### src/rtl/icache_tag_array_multiway.sv
// rtl/icache_tag_array_multiway.sv - N-way set-associative icache tag store with lookup, refill and flush
module icache_tag_array_multiway #(
    parameter int NB_WAYS        = 4,
    parameter int SET_ADDR_WIDTH = 6,
    parameter int TAG_WIDTH      = 7
) (
    input  logic                      clk,
    input  logic                      rst_n,
    input  logic                      lookup_req,
    output logic                      lookup_gnt,
    input  logic [SET_ADDR_WIDTH-1:0] lookup_set,
    input  logic [TAG_WIDTH-1:0]      lookup_tag,
    output logic                      lookup_rvalid,
    output logic                      lookup_hit,
    output logic [NB_WAYS-1:0]        lookup_hit_way,
    output logic [NB_WAYS-1:0]        lookup_victim_way,
    output logic                      lookup_multi_hit,
    input  logic                      refill_req,
    output logic                      refill_gnt,
    input  logic [SET_ADDR_WIDTH-1:0] refill_set,
    input  logic [NB_WAYS-1:0]        refill_way,
    input  logic [TAG_WIDTH-1:0]      refill_tag,
    input  logic                      flush_req,
    output logic                      flush_busy,
    output logic                      flush_done
);

    localparam int NB_SETS = 2 ** SET_ADDR_WIDTH;
    localparam int PTR_W   = (NB_WAYS > 1) ? $clog2(NB_WAYS) : 1;

    typedef enum logic [1:0] {IDLE, FLUSH, DONE} state_t;

    state_t                    state;
    state_t                    state_nxt;
    logic [SET_ADDR_WIDTH-1:0] flush_cnt;
    logic [NB_WAYS-1:0]        valid_q [NB_SETS];
    logic [TAG_WIDTH-1:0]      tag_q   [NB_SETS][NB_WAYS];
    logic [PTR_W-1:0]          rr_ptr;

    logic                      refill_legal;
    logic                      refill_we;
    logic [NB_WAYS-1:0]        hit_vec;
    logic [NB_WAYS-1:0]        victim_vec;
    logic                      multi_vec;

    // Next state and grants; a flush request in IDLE blocks both grants that cycle
    always_comb begin
        state_nxt  = state;
        lookup_gnt = 1'b0;
        refill_gnt = 1'b0;
        flush_busy = 1'b0;
        flush_done = 1'b0;
        case (state)
            IDLE: begin
                if (flush_req) begin
                    state_nxt = FLUSH;
                end else begin
                    lookup_gnt = lookup_req;
                    refill_gnt = refill_req;
                end
            end
            FLUSH: begin
                flush_busy = 1'b1;
                if (flush_cnt == SET_ADDR_WIDTH'(NB_SETS - 1)) begin
                    state_nxt = DONE;
                end
            end
            DONE: begin
                flush_done = 1'b1;
                state_nxt  = IDLE;
            end
            default: state_nxt = IDLE;
        endcase
    end

    // State register and flush set counter
    always_ff @(posedge clk or negedge rst_n) begin
        if (!rst_n) begin
            state     <= IDLE;
            flush_cnt <= '0;
        end else begin
            state <= state_nxt;
            if (state == FLUSH) begin
                flush_cnt <= flush_cnt + SET_ADDR_WIDTH'(1);
            end else begin
                flush_cnt <= '0;
            end
        end
    end

    // Only a one-hot way select is a legal refill
    always_comb begin
        refill_legal = (refill_way != '0) &&
                       ((refill_way & (refill_way - NB_WAYS'(1))) == '0);
        refill_we    = refill_gnt && refill_legal;
    end

    // Valid bits: flush clears one set per cycle, refill sets the selected way
    always_ff @(posedge clk or negedge rst_n) begin
        if (!rst_n) begin
            for (int s = 0; s < NB_SETS; s++) begin
                valid_q[s] <= '0;
            end
        end else if (state == FLUSH) begin
            valid_q[flush_cnt] <= '0;
        end else if (refill_we) begin
            valid_q[refill_set] <= valid_q[refill_set] | refill_way;
        end
    end

    // Tag storage, written only by legal refills; contents need no reset
    always_ff @(posedge clk) begin
        if (refill_we) begin
            for (int w = 0; w < NB_WAYS; w++) begin
                if (refill_way[w]) begin
                    tag_q[refill_set][w] <= refill_tag;
                end
            end
        end
    end

    // Round-robin victim pointer advances on every legal refill
    always_ff @(posedge clk or negedge rst_n) begin
        if (!rst_n) begin
            rr_ptr <= '0;
        end else if (refill_we) begin
            rr_ptr <= (NB_WAYS == 1) ? '0 : rr_ptr + PTR_W'(1);
        end
    end

    // Tag compare and victim choice on pre-write contents of the looked-up set
    always_comb begin
        hit_vec    = '0;
        victim_vec = NB_WAYS'(1) << rr_ptr;
        for (int w = 0; w < NB_WAYS; w++) begin
            hit_vec[w] = valid_q[lookup_set][w] && (tag_q[lookup_set][w] == lookup_tag);
        end
        for (int w = NB_WAYS - 1; w >= 0; w--) begin
            if (!valid_q[lookup_set][w]) begin
                victim_vec = NB_WAYS'(1) << w;
            end
        end
        multi_vec = (hit_vec & (hit_vec - NB_WAYS'(1))) != '0;
    end

    // Registered lookup response, zeroed when no lookup was accepted
    always_ff @(posedge clk or negedge rst_n) begin
        if (!rst_n) begin
            lookup_rvalid     <= 1'b0;
            lookup_hit        <= 1'b0;
            lookup_hit_way    <= '0;
            lookup_victim_way <= '0;
            lookup_multi_hit  <= 1'b0;
        end else if (lookup_gnt) begin
            lookup_rvalid     <= 1'b1;
            lookup_hit        <= |hit_vec;
            lookup_hit_way    <= hit_vec;
            lookup_victim_way <= victim_vec;
            lookup_multi_hit  <= multi_vec;
        end else begin
            lookup_rvalid     <= 1'b0;
            lookup_hit        <= 1'b0;
            lookup_hit_way    <= '0;
            lookup_victim_way <= '0;
            lookup_multi_hit  <= 1'b0;
        end
    end

endmodule

### config.mk
export PLATFORM = sky130hd
export DESIGN_NAME = icache_tag_array_multiway
export DESIGN_NICKNAME = d
export VERILOG_FILES = /design/src/rtl/icache_tag_array_multiway.sv
export SDC_FILE = /design/constraint.sdc
export NUM_CORES = 2
export LEC_CHECK = 0
export ABC_CLOCK_PERIOD_IN_PS = 3430
export BUFFER_PORTS_ARGS = -buffer_cell sky130_fd_sc_hd__buf_2
export CAP_MARGIN = 20
export CORE_ASPECT_RATIO = 0.75
export CORE_MARGIN = 8
export CORE_UTILIZATION = 55
export CTS_BUF_LIST = sky130_fd_sc_hd__clkbuf_16
export DETAILED_ROUTE_END_ITERATION = 7
export PLACE_DENSITY = 0.76
export RECOVER_POWER = 25
export REMOVE_ABC_BUFFERS = 1
export SLEW_MARGIN = 20
export SYNTH_ARGS = -nofsm -noshare
export SYNTH_HDL_FRONTEND = slang
export SYNTH_SLANG_ARGS = --single-unit
### constraint.sdc
create_clock -name clk -period 3.43 [get_ports clk]
set_input_delay 0.686 -clock clk [delete_from_list [all_inputs] [get_ports clk]]
set_output_delay 0.686 -clock clk [all_outputs]
set_load 0.1 [all_outputs]
### Yosys cells after proc, flatten, opt, wreduce, memory -nomap -nowiden

Memory sizes are Yosys's and may differ from the RTL's.
Index checks and enable logic that the tools add are counted.

| word-level totals | value |
|---|---|
| memory bits (writable) | 1792 |
| register bits after elaboration | 277 |
| bits of input ports | 35 |
| memories | 1 |
| output and inout bits | 15 |
| logic and storage cells | 159 |

Memory list:

| memory | depth | bits a word | rd ports | clocked after Yosys merged registers in | wr ports | RTL line | source |
|---|---|---|---|---|---|---|---|
| tag_q | 64 | 28 | 1 | 0 | 1 | 37 | `logic [TAG_WIDTH-1:0] tag_q [NB_SETS][NB_WAYS];` |

| operators by class | value |
|---|---|
| bitwise operators | 8 |
| equal/unequal tests | 9 |
| muxes and demuxes | 44 |
| shift operators | 1 |
| order comparisons | 5 |
| reductions and logical operators | 15 |
| add/subtract/negate cells | 4 |

Operators with widths:

| kind | number |
|---|---|
| $mux 256 | 2 |
| $and 256x256->256 | 1 |
| $bwmux 256 | 1 |
| $not 256->256 | 1 |
| $bmux 4 s6 | 2 |
| $demux 4 s6 | 2 |
| $mux 4 | 12 |
| $eq 7x7->1 | 4 |
| $ge 7x7->1 const B | 3 |
| $mux 1 | 21 |
| $not 6->7 | 3 |
| $lt 7x1->1 const B | 2 |
| $and 4x4->4 | 2 |
| $logic_and 1x1->1 | 8 |
| $reduce_bool 4->1 | 2 |
| $sub 4x1->4 const B | 2 |
| $add 6x1->6 const B | 1 |
| $eq 6x6->1 const B | 1 |
| $mux 6 | 1 |
| $logic_not 4->1 | 1 |
| $mux 2 | 2 |
| $ne 2x2->1 const B | 2 |
| $or 4x4->4 | 1 |
| $pmux 2 s2 | 1 |
| other kinds (8) | 8 |

### Depth between registers and ports, before layout

| depth | value |
|---|---|
| word-level depth | 9 |
| mapped depth | 17 |
| gate-level depth less buffers | 9 |

### Worst setup path after synthesis

Ideal clock, no wire load.

| timing | value |
|---|---|
| kind | input-to-reg |
| start point | in lookup_set[1] |
| end point | reg lookup_multi_hit |
| cell stages on the path | 15 |
| data arrival time | 3632 ps |
| library setup time | 94 ps |
| path slack | -296 ps |
| required time | 3336 ps |
| cell sequence | buf_4 buf_6 buf_4 buf_6 buf_6 buf_4 clkbuf_1 mux4_2 mux4_2 a21oi_1 xnor2_1 nand2_1 o41ai_1 nand3_1 a221oi_2 |

| between the ends | value |
|---|---|
| word-level cells in the longest chain between the ends | 9 |
| elaborated cells on any way between the ends | 17 |
| classes of those cells | add/sub: 1; eq/ne: 4; mux: 4; bitwise: 2; reduce/logical: 5; memory: 1 |

RTL lines:

| item | RTL line | source |
|---|---|---|
| start: declaration | 11 | `input logic [SET_ADDR_WIDTH-1:0] lookup_set,` |
| branches (longest 6 deep; another with $mem_v2 64x28) | n/a |  |
| $and 4x4->4 * | 143 | `multi_vec = (hit_vec & (hit_vec - NB_WAYS'(1))) != '0;` |
| $reduce_bool 4->1 * | 143 |  |
| $mux 1 * | 154 | `end else if (lookup_gnt) begin` |
| end signal: assignment | 159 | `lookup_multi_hit <= multi_vec;` |
| end: declaration | 17 | `output logic lookup_multi_hit,` |

Every way passes the cells marked *. The select of a mux whose other input is x is not followed.
A chain may end at the register's enable or synchronous reset.

### Final worst setup path

| timing | value |
|---|---|
| start point | in lookup_set[0] |
| end point | reg lookup_multi_hit |

The elaborated chain is that of the path after synthesis.

==> results by group <==
STA
  – Setup_tns: -0.514 ns
  – Slew Viols, Final: 545
  – Setup ws final: -0.141 ns
  – Max_slew headroom: -140%
  – Setup Skew: 0.0276 ns
  – Tcrit/Tclk final: 104%
  – Final setup viols: 49
  – Max Fclk: 280 MHz
  – Min cycle time layout: 3.57 ns
  – Final hold vios: 0
  – Hold_ws: 0.167 ns
  – Worst slew pin tran: 3.60 ns

Final layout
  – Sequential cell area: 0.0607 sq mm
  – Multi-input gate area: 0.0226 sq mm
  – Commonest non-fill, non-tap cell in the layout: edfxtp_1
  – Nets: 5662
  – Design Area, Final: 0.100 sq mm
  – Synthesis-to-finish area growth: 18.1%
  – Commonest cells after routing, fill and taps aside: edfxtp_1, buf_4, mux4_2
  – Share of cells above drive strength 1: 29.4%
  – Fillers: 10100
  – Final Util: 65.1%

Die
  – Core ar.: 0.154 sq mm
  – Starting density of the core: 55.1%
  – IO Count: 50
  – Die area: 0.168 sq mm
  – FP Rows: 125
  – Chip Width: 470 um
  – Die height: 357 um

Pwr
  – Lkg Pwr: 34.9 nW
  – Worst vdd ir: 458 uV
  – PwrDens: 533 mW/mm^2

Hold path
  – HP Class: in2reg

Global route
  – Vias in the first global route: 52200
  – GRT Total Usage: 29.5%
  – Global-route wire length before repair: 363000 um
  – GRT overflow: 0
  – Largest net degree at the start of global routing: 110
  – Initial antenna violation count: 12

CTS
  – Clock tree from TritonCTS: done
  – Later-pin clock latency in the skew report: 0.83 ns
  – Clock sinks: 2069
  – CTS root buf: clkbuf_16
  – Clk pin slew, worst setup/hold paths: 0.06 ns
  – H-tree levels: 4
  – Bufs on Longest Clock Path: 3
  – CTS Buf Count: 182

Critical path
  – Crit path DAT: 4.31 ns
  – Worst setup SP type: primary input
  – Crit-path cells: buf_12 -> buf_12 -> buf_4 -> inv_2 -> buf_12 -> buf_12 -> nand2_1 -> and3_1 -> a2111oi_0 -> a21oi_1 -> xnor2_1 -> or4_4 -> maj3_2 -> a221oi_2
  – Crit-path max FO: 15
  – CP top delay family: compound AO/OA/AOI/OAI gates
  – Largest stage delay, worst path: 0.85 ns
  – Slowest stage cell, crit path: a2111oi_0
  – Critical Path Sink Type: flop
  – Setup CP Type: in2reg
  – Critical path's most frequent cell: buf_12
  – WP data required: 4.17 ns
  – Crit path buf inv count: 6

Synthesis
  – Synth area leaders: edfxtp_1, mux4_2, dfrtp_1
  – EDFF count, synth: 1792
  – Yosys cell types: 81
  – Post-synth ARST share: 13.4%
  – Post-synthesis cell area: 0.0850 sq mm
  – Yosys top cell by area: edfxtp_1
  – Gate Count Post-Synth: 4851
  – Sequential share of the synthesized area: 71.4%
  – Top FF cell, synth: edfxtp_1
  – Number of synthesized register bits: 2069
  – Syn Area/Cell: 17.5 sq um
  – Yosys warning count: 0
  – Post-synth top area share: 63.3%

Place
  – Post-placement cell area: 0.0939 sq mm
  – Setup WS pre-CTS: -1.08 ns
  – Final HPWL DP: 170000 um
  – Placer Congestion: 0.974
  – PortBufs: 49

Route
  – Via count: 53500
  – Initial DRC Count: 8512
  – Post-DRT Antenna Nets: 0
  – DRC Markers: 0
  – Drt total wl: 254000 um
  – Vias/cell: 6.84
  – DR WL/cell: 32.4 um
  – DR pass1 iterations: 8

Run
  – Max cap viols: 8

Run status
  – Outcome: finished with violations
  – Failing checks: max-capacitance violations, max-slew violations, negative setup slack
==> registers in the layout, indices dropped and copies added, names as in the netlist <==
| signal | flops |
|---|---|
| tag_q | 1792 |
| state | 2 |
| lookup_hit_way | 4 |
| lookup_hit | 1 |
| lookup_multi_hit | 1 |
| valid_q | 256 |
| rr_ptr | 2 |
| lookup_rvalid | 1 |
| lookup_victim_way | 4 |
| flush_cnt | 6 |
==> timing repair <==
action                                 CTS  global route
hold buffers                             1             0
pin swaps                                0             3
buffers inserted                         0             3
resized for setup                        1            38
endpoints found under the hold margin   53             0
setup endpoints to repair                2             2
gates cloned                             0             2
==> stage by stage <==
stage / power [W] / std cells
2_1_floorplan: 0.0294 / 4541
3_3_place_gp: 0.0319 / 7466
3_5_place_dp: 0.0320 / 7466
4_1_cts: 0.0535 / 7807
5_1_grt: 0.0547 / 7811
6_report: 0.0536 / 7817
==> final timing paths <==
kind	start	to	slack, ns	depth (start not counted)
worst max-delay path	lookup_set[0]	lookup_multi_hit	-0.14	14
min in group asynchronous	rst_n	valid_q[113]	0.78	2
max in group asynchronous	rst_n	valid_q[18]	1.38	3
worst min register to register	state[1]	state[0]	0.50	1
worst min-delay path	flush_req	state[0]	0.17	3
worst max register to register	tag_q[11][22]	lookup_multi_hit	0.08	9
==> cell type report <==
cell class              count  area share (%)
repair buffers            897            8.04
diodes                      6          0.0149
well taps                2032            2.53
multi-input cells        2454            22.5
flip-flops and latches   2069            60.5
inverters                  18          0.0697
clock inverters           156            1.75
clock buffers             185            4.61
==> tightest hold or removal path, cell delays in order <==
cell	delay (ns)
buf_2	0.12
nor2_1	0.09
nor3_1	0.06
==> cells in the mapped netlist, drive strengths merged (7+ instances only) <==
library cell  instances
a211oi               13
a21oi                45
a221oi               28
a22o                 22
a22oi               232
a31oi                11
a32oi                 8
a41oi                 8
and2                 11
and3                 27
buf                 169
clkbuf              141
dfrtp               277
edfxtp             1792
inv                  15
mux2                 21
mux2i               162
mux4                467
nand2               287
nand2b               17
nand3               241
nand4                38
nor2                280
nor2b                21
nor3                 42
nor3b                 7
nor4                 10
o21ai               293
o22ai                37
o31ai                 8
or2                   7
or3                   7
xnor2                19
xor2                  9
==> metal layers <==
metal,GRT usage [%],up-vias,share of wire (%)
met1,41.2,27100,37
met3,9.77,624,15
met4,10.7,12,3.8
met5,0,-,0.032
met2,43.7,4480,44
li1,-,21200,-
==> logic make-up after synthesis <==
group,synth area share (%)
DFF,71.4
and+or+nand+nor,5.56
AOI/OAI and AO/OA,5.69
muxes,14.7
buffers and inverters,2.26
xor gates and xnor gates,0.288
adders and majority gates,0.0868
==> report_power, final <==
part / switching (W) / internal, W
logic: 0.00268 / 0.00149
clock network: 0.00944 / 0.0124
registers: 0.000107 / 0.0274
total: 0.0122 / 0.0413
No activity file was read; power rests on OpenSTA's default activity.
